**config.mk**
```make
export PLATFORM = sky130hd
export DESIGN_NAME = transport_rcv
export DESIGN_NICKNAME = d
export VERILOG_FILES = /design/src/rtl/transport_rcv.sv
export SDC_FILE = /design/constraint.sdc
export NUM_CORES = 1
export LEC_CHECK = 0
export ABC_CLOCK_PERIOD_IN_PS = 3650
export BUFFER_PORTS_ARGS = -buffer_cell sky130_fd_sc_hd__buf_2
export CAP_MARGIN = 25
export CORE_MARGIN = 2
export CORE_UTILIZATION = 40
export CTS_BUF_LIST = sky130_fd_sc_hd__clkbuf_8
export CTS_CLUSTER_DIAMETER = 50
export DETAILED_ROUTE_END_ITERATION = 10
export PLACE_DENSITY = 0.58
export SETUP_SLACK_MARGIN = 0.1
export SLEW_MARGIN = 20
export SYNTH_ARGS = -nofsm -noshare
export SYNTH_HDL_FRONTEND = slang
export SYNTH_SLANG_ARGS = --single-unit
```
**constraint.sdc**
```tcl
create_clock -name clk -period 3.65 [get_ports clk]
set_clock_uncertainty 0.05 [all_clocks]
set_input_delay 0.365 -clock clk [delete_from_list [all_inputs] [get_ports clk]]
set_output_delay 0.365 -clock clk [all_outputs]
set_load 0.02 [all_outputs]
```
**src/rtl/transport_rcv.sv**
```systemverilog
// rtl/transport_rcv.sv - framed byte receiver with checksum check and payload word buffer
module transport_rcv #(
    parameter int MAX_WORDS = 32,
    parameter int TIMEOUT   = 255
) (
    input  logic        clk,
    input  logic        reset,
    input  logic        rcvByte,
    input  logic [7:0]  packetIn,
    input  logic        readData,
    output logic [1:0]  cmd,
    output logic        cmdValid,
    output logic [15:0] data,
    output logic        dataReady,
    output logic        frameError,
    output logic        busy
);

    // Index width addresses the buffer; pointers carry one extra bit so a
    // full buffer (count == MAX_WORDS) is representable without wrapping.
    localparam int IW = (MAX_WORDS > 1) ? $clog2(MAX_WORDS) : 1;
    localparam int AW = IW + 1;
    // The gap counter only has to reach TIMEOUT-1: the TIMEOUT-th idle cycle
    // is detected while the counter holds TIMEOUT-1.
    localparam int GW = (TIMEOUT > 1) ? $clog2(TIMEOUT) : 1;
    localparam logic [GW-1:0] GAP_LAST = GW'(TIMEOUT - 1);
    localparam logic [AW-1:0] PTR_LIMIT = AW'(MAX_WORDS);

    typedef enum logic [2:0] {
        IDLE,
        MSB,
        LSB,
        CHK,
        DRAIN
    } state_t;

    state_t          state;
    logic [15:0]     mem [0:MAX_WORDS-1];
    logic [AW-1:0]   wr_ptr;
    logic [AW-1:0]   rd_ptr;
    logic [AW-1:0]   count;
    logic [AW-1:0]   rd_next;
    logic [5:0]      words_left;
    logic [7:0]      hi_byte;
    logic [7:0]      csum;
    logic [1:0]      hdr_cmd;
    logic [GW-1:0]   gap;
    logic            wr_en;

    assign busy    = (state != IDLE);
    assign rd_next = rd_ptr + AW'(1);
    // The pointer bound is redundant with the header size check, but keeps a
    // corrupted pointer from ever writing outside the array.
    assign wr_en   = (state == LSB) && rcvByte && !reset && (wr_ptr < PTR_LIMIT);

    // Payload storage: one word written per completed MSB/LSB byte pair.
    always_ff @(posedge clk) begin
        if (wr_en) begin
            mem[wr_ptr[IW-1:0]] <= {hi_byte, packetIn};
        end
    end

    // Frame parser, gap watchdog, buffer bookkeeping and registered outputs.
    always_ff @(posedge clk) begin
        if (reset) begin
            state      <= IDLE;
            cmd        <= 2'b00;
            cmdValid   <= 1'b0;
            data       <= 16'h0000;
            dataReady  <= 1'b0;
            frameError <= 1'b0;
            wr_ptr     <= '0;
            rd_ptr     <= '0;
            count      <= '0;
            words_left <= 6'd0;
            hi_byte    <= 8'h00;
            csum       <= 8'h00;
            hdr_cmd    <= 2'b00;
            gap        <= '0;
        end else begin
            cmdValid   <= 1'b0;
            frameError <= 1'b0;

            case (state)
                IDLE: begin
                    gap <= '0;
                    if (rcvByte) begin
                        if (packetIn[7:6] == 2'b00) begin
                            // cmd 00 is line filler between frames
                        end else if (int'(packetIn[5:0]) > MAX_WORDS) begin
                            frameError <= 1'b1;
                        end else begin
                            hdr_cmd    <= packetIn[7:6];
                            words_left <= packetIn[5:0];
                            csum       <= packetIn;
                            state      <= (packetIn[5:0] == 6'd0) ? CHK : MSB;
                        end
                    end
                end

                MSB, LSB, CHK: begin
                    if (rcvByte) begin
                        gap <= '0;
                        if (state == MSB) begin
                            hi_byte <= packetIn;
                            csum    <= csum ^ packetIn;
                            state   <= LSB;
                        end else if (state == LSB) begin
                            wr_ptr     <= wr_ptr + AW'(1);
                            count      <= count + AW'(1);
                            csum       <= csum ^ packetIn;
                            words_left <= words_left - 6'd1;
                            state      <= (words_left == 6'd1) ? CHK : MSB;
                        end else if (packetIn == csum) begin
                            cmd      <= hdr_cmd;
                            cmdValid <= 1'b1;
                            if (count != '0) begin
                                dataReady <= 1'b1;
                                data      <= mem[rd_ptr[IW-1:0]];
                                state     <= DRAIN;
                            end else begin
                                wr_ptr <= '0;
                                rd_ptr <= '0;
                                state  <= IDLE;
                            end
                        end else begin
                            // Bad checksum: discard the whole frame, keep cmd.
                            frameError <= 1'b1;
                            wr_ptr     <= '0;
                            rd_ptr     <= '0;
                            count      <= '0;
                            state      <= IDLE;
                        end
                    end else if (gap == GAP_LAST) begin
                        // Sender stalled mid-frame: abandon it.
                        frameError <= 1'b1;
                        wr_ptr     <= '0;
                        rd_ptr     <= '0;
                        count      <= '0;
                        gap        <= '0;
                        state      <= IDLE;
                    end else begin
                        gap <= gap + GW'(1);
                    end
                end

                DRAIN: begin
                    gap <= '0;
                    // No room for a new frame until the reader empties the
                    // buffer, so incoming bytes are dropped and flagged.
                    if (rcvByte) begin
                        frameError <= 1'b1;
                    end
                    if (readData && dataReady) begin
                        if (count == AW'(1)) begin
                            dataReady <= 1'b0;
                            data      <= 16'h0000;
                            wr_ptr    <= '0;
                            rd_ptr    <= '0;
                            count     <= '0;
                            state     <= IDLE;
                        end else begin
                            rd_ptr <= rd_next;
                            count  <= count - AW'(1);
                            data   <= (rd_next < PTR_LIMIT) ? mem[rd_next[IW-1:0]] : 16'h0000;
                        end
                    end
                end

                default: begin
                    state <= IDLE;
                end
            endcase
        end
    end

endmodule
```
Word-level counts from Yosys, hierarchy flattened
Memory sizes are Yosys's and may differ from the RTL's. A register that Yosys moved wholly into a read port is not among the register bits.
Cells that the tools add are included.
{"block": "totals", "reg_bits": 74, "mem_bits_rw": 512, "in_bits": 12, "output_inout_bits": 22, "n_memories": 1}
{"name": "mem", "words": 32, "word_bits": 16, "read_ports": 2, "rd_ports_with_merged_regs": 1, "wr": 1, "line_no": "38", "text": "logic [15:0] mem [0:MAX_WORDS-1];"}
{"block": "classes", "n_addsub": 6, "magnitude_cmp": 3, "eq_ne": 26, "mux": 85, "bitwise": 7, "reduce_logical": 27}
{"cell": "$mux 6", "count": 25}
{"cell": "$mux 16", "count": 8}
{"cell": "$mux 8", "count": 8}
{"cell": "$pmux 6 s2", "count": 4}
{"cell": "$mux 3", "count": 11}
{"cell": "$pmux 16 s2", "count": 1}
{"cell": "$pmux 8 s2", "count": 2}
{"cell": "$reduce_and 6->1", "count": 4}
{"cell": "$ne 2x2->1 const B", "count": 11}
{"cell": "$mux 1", "count": 19}
{"cell": "$add 6x1->6 const B", "count": 3}
{"cell": "$reduce_and 7->1", "count": 2}
{"cell": "$eq 6x1->1 const B", "count": 2}
{"cell": "$lt 6x6->1 const B", "count": 2}
{"cell": "$ne 3x3->1 const B", "count": 4}
{"cell": "$sub 6x1->6 const B", "count": 2}
{"cell": "$mux 5", "count": 2}
{"cell": "$reduce_and 5->1", "count": 2}
{"cell": "$pmux 3 s3", "count": 1}
{"cell": "$add 8x1->8 const B", "count": 1}
{"cell": "$eq 8x8->1", "count": 1}
{"cell": "$eq 8x8->1 const B", "count": 1}
{"cell": "$ne 4x4->1 const B", "count": 2}
{"cell": "$reduce_and 8->1", "count": 1}
{"cell": "23 further kinds", "count": 35}

Longest topological paths before layout
{"block": "depth", "depth_word": 9, "mapped_depth": 10, "ltp_nobuf": 8}

Worst setup path after synthesis
OpenSTA, ideal clock, no wires.
{"block": "synth_timing", "path_type": "input to register", "from": "in rcvByte", "to": "mem mem[28][0] (enable)", "arrival_time_ns": 2.340, "path_slack_ns": 0.872, "path_stages": 7, "path_buffers": 2, "cell_sequence": "buf_2 -> nor2b_1 -> nand3b_1 -> clkbuf_1 -> nor3_1 -> nand2_1 -> nor2_1"}
{"block": "synth_between", "elab_chain_len": 5}
{"item": "from (decl)", "line_no": "8", "text": "input logic rcvByte,"}
{"item": "$logic_and 1x1->1 (3 in series)", "line_no": "54", "text": "assign wr_en = (state == LSB) && rcvByte && !reset && (wr_ptr < PTR_LIMIT);"}
{"item": "$mux 1", "line_no": "58", "text": "if (wr_en) begin"}
{"item": "$mux 1 (not written as such)", "line_no": "59", "text": "mem[wr_ptr[IW-1:0]] <= {hi_byte, packetIn};"}
{"item": "to (decl)", "line_no": "38"}
No other way between the ends.

Worst setup path after layout
{"block": "layout_timing", "from": "reg rd_ptr[2]", "to": "reg data[15]"}
{"block": "layout_between", "elab_chain_len": 6}
{"item": "from (decl)", "line_no": "40", "text": "logic [AW-1:0] rd_ptr;"}
{"item": "from (signal assigned)", "line_no": "163", "text": "rd_ptr <= rd_next;"}
{"item": "$add 6x1->6 *", "line_no": "51", "text": "assign rd_next = rd_ptr + AW'(1);"}
{"item": "$mem_v2 32x16 / $lt 6x6->1 (equally long branches)"}
{"item": "$mux 16 *", "line_no": "165", "text": "data <= (rd_next < PTR_LIMIT) ? mem[rd_next[IW-1:0]] : 16'h0000;"}
{"item": "$mux 16 *", "line_no": "155", "text": "if (count == AW'(1)) begin"}
{"item": "$mux 16 *", "line_no": "154", "text": "if (readData && dataReady) begin"}
{"item": "$pmux 16 s2 *", "line_no": "84", "text": "case (state)"}
{"item": "to (signal assigned)", "line_no": "119", "text": "data <= mem[rd_ptr[IW-1:0]];"}
{"item": "to (signal assigned)", "line_no": "165"}
{"item": "to (decl)", "line_no": "13", "text": "output logic [15:0] data,"}
Mark *: on every way between the ends. The rest lies on a longest branch, timed or not. The select of a mux whose other input is x is not followed.
A chain may end at the register's enable or synchronous reset.

==> impl_results.md <==
- Final WL: 78040 µm
- Post-synthesis cell count: 1721
- Die height: 268.3 µm
- Setup TNS: 0 ps
- Netlist cell types: 69
- Final Hold Vio Count: 0
- Clock Pin Slew Worst Setup and Hold Paths: 60 ps
- DRT antenna net count: 0
- Netlist Area Pre-Place: 0.02794 mm²
- Highest Clock Rate: 343.1 MHz
- Die area: 0.07197 mm²
- CP endpoint kind: register
- Vias in the first global route: 17580
- Post-CTS Setup Bufs: 0
- DRC: 0
- TritonCTS Buffers: 99
- PwrDens: 416.1 mW/mm²
- Grt ovf: 0
- Most frequent cells in the layout: edfxtp_1 (512), mux4_2 (257), nor2_1 (153), clkbuf_8 (108), nand2_1 (83)
- Htree depth: 3
- IO Pins: 34
- Synthesized area per cell: 16.23 µm²
- RePlAce Congestion: 0.8038
- Main synth FF type: edfxtp_1
- Required time of the critical path: 4200 ps
- CORE AREA: 0.06883 mm²
- Maximum vdd ir drop: 0.2963 mV
- Slew Viols, Final: 0
- Area grow syn2layout: 12.63%
- Initial antenna violation count: 1
- Pleak: 9.251 nW
- Ys async rst share: 0
- Post-synth EDFFs: 512
- Max incr delay on CP: 660 ps
- Initial Util: 0.4059
- Initial DRC count: 1908
- Worst r2r src: rd_ptr[2]
- Reg2Reg Depth: 6
- Final nets: 1838
- Clk Latency, worst-skew pair: 710 ps
- Critical path's top delay family: flip-flops
- #FFs+latches synth: 591
- Final Cycle Share: 0.7986
- Filler Cells Inserted: 5962
- Row cnt: 96
- Die span in x: 268.3 µm
- Hold Path End: frameError
- Share of cells above drive strength 1: 0.2995
- Ant. Diodes: 0
- Wire per inst: 27.66 µm
- Worst-case hold slack: 105.3 ps
- Worst-margin pin slew: 961.3 ps
- Yosys Warn Count: 0
- Reg area: 0.01698 mm²
- Clk buf depth: 3
- Via count: 16964
- Register area share after synthesis: 0.6069
- Final Setup Violations: 0
- Footprint of the multi-input gates: 0.01046 mm²
- Max-cap violations: 0
- DPL Wire Length: 45990 µm
- Hold crit path type: primary input to register
- Synthesized net count: 1746
- RSZ-0062 raised after global routing: no
- Reg-to-reg endpoint: data[15]
- Largest net degree at the start of global routing: 88
- Worst path bufs/invs: 1
- R2R Setup Slk: 740 ps
- Hold path depth: 4
- GRT Overall Usage: 0.2215
- Outcome: complete, no violations
- Crit Path Class: register to register
- Hold_sp: rcvByte
- Slew HR: 0.3591
- CTS root buffer: clkbuf_8
- Peak fanout along the critical path: 12
- CP cell instances: nand3_2, xnor2_2, buf_4, a2111oi_0, o311a_1, nor3_1
- TritonCTS clock tree: yes
- Drt pass-1 iters: 7
- Post-CTS Resized: 0
- Port bufs: 33
- Slowest CP cell: dfxtp_1
- CP startpoint kind: register
- CTS Sinks: 591
- Min Tclk post-route: 2915 ps
- Crit path arrival time: 3460 ps
- Vias/cell: 6.013
- First-pass GRT wire length: 115200 µm
- Most common cell after layout, fill and taps aside: edfxtp_1
[kinds of logic (layout without fill, tap and decap cells)]
family / after synthesis / after routing / synth area share
DFF: 591 / 591 / 0.6069
and+or+nand+nor: 424 / 424 / 0.07098
muxes: 319 / 319 / 0.2296
AOI/OAI and AO/OA: 216 / 216 / 0.05648
buffers and inverters: 142 / 311 / 0.02441
xor gates and xnor gates: 16 / 16 / 0.005822
adders and majority gates: 13 / 13 / 0.005822
[power breakdown]
group          leakage (nW)  switching (mW)  internal, mW
logic                  3.16           0.163        0.0651
registers              5.02          0.0339          7.32
clock network          1.08            2.66          2.85
total                  9.25            2.86          10.2
[repair_timing]
action	CTS	global route
hold buffers	2	0
endpoints found under the hold margin	2	0
endpoints found under the setup margin	0	0
[state kept, by name, indices dropped and copies added, names as in the netlist, 2 cells and up, named ones only]
name,flops
cmd,2
count,6
csum,8
hdr_cmd,2
wr_ptr,6
data,16
gap,8
state,3
hi_byte,8
words_left,6
rd_ptr,6
mem,512
[cells in the mapped netlist (4+ instances only)]
cell type / n / area share
buf_4: 14 / 0.0038
nand2b_1: 5 / 0.0011
buf_2: 53 / 0.0095
nand2_1: 83 / 0.011
o311ai_1: 15 / 0.0047
nor3_1: 12 / 0.0021
a211oi_1: 4 / 0.0011
mux2i_1: 58 / 0.021
ha_1: 13 / 0.0058
nand3_1: 54 / 0.0097
o22a_1: 14 / 0.0044
edfxtp_1: 512 / 0.55
a21oi_1: 35 / 0.0063
and2_1: 5 / 0.0011
mux4_2: 257 / 0.21
a31oi_1: 18 / 0.0040
inv_1: 11 / 0.0015
nand3b_1: 10 / 0.0027
nor3b_1: 21 / 0.0056
or3_1: 11 / 0.0025
dfxtp_1: 79 / 0.057
buf_1: 8 / 0.0011
a22oi_1: 19 / 0.0051
a311oi_1: 20 / 0.0063
a221oi_1: 17 / 0.0053
buf_6: 4 / 0.0016
o21ai_0: 12 / 0.0021
o31ai_1: 4 / 0.0011
o21ai_1: 14 / 0.0025
and3_1: 4 / 0.00090
nor2_1: 186 / 0.025
xor2_1: 10 / 0.0031
clkbuf_1: 52 / 0.0070
nor2b_1: 12 / 0.0027
o211ai_1: 15 / 0.0040
[worst max path at each step]
| stage | start | cells past startpoint | to |
|---|---|---|---|
| after detailed placement | packetIn[2] | 8 | data[15] |
| final | rd_ptr[2] | 6 | data[15] |
| after CTS | rd_ptr[2] | 6 | data[15] |
| after floorplan | rcvByte | 7 | mem[28][0] |
| after global placement | packetIn[1] | 8 | data[15] |
| after global routing | rd_ptr[0] | 8 | data[4] |
[through the flow]
| stage | cells | util | power (mW) | instance area (µm²) | worst slack, ps |
|---|---|---|---|---|---|
| 3_5_place_dp | 2641 | 0.4302 | 7.721 | 29610 | 642.7 |
| 3_3_place_gp | 2638 | 0.4295 | 7.711 | 29560 | 685.0 |
| 4_1_cts | 2821 | 0.4571 | 13.21 | 31460 | 738.2 |
| 6_report | 2821 | 0.4572 | 13.09 | 31470 | 735.1 |
| 2_1_floorplan | 1721 | - | 7.607 | 27940 | 871.7 |
| 5_1_grt | 2821 | 0.4572 | 13.52 | 31470 | 608.6 |
[final cells by class]
cell class / instances / area share
Inverter: 11 / 0.001312
Sequential cell: 591 / 0.5395
Tap cell: 931 / 0.03702
Clock inverter: 70 / 0.01105
Timing Repair Buffer: 122 / 0.03133
Multi-Input combinational cell: 988 / 0.3325
Clock buffer: 108 / 0.04724
[tightest hold or removal path, delay by kind of cell]
family | cells | cell delay, ps
buffers and inverters | 1 | 160
AOI/OAI and AO/OA | 2 | 240
and+or+nand+nor | 1 | 40
[per-layer routing]
| metal | vias to the layer above | track usage | part of all wire |
|---|---|---|---|
| li1 | 7232 | - | - |
| met1 | 8818 | 0.2926 | 0.40 |
| met2 | 770 | 0.3544 | 0.48 |
| met3 | 142 | 0.05709 | 0.091 |
| met4 | 2 | 0.08078 | 0.033 |
| met5 | - | 0 | 0.00010 |
Power figures use the tool's default switching activity.
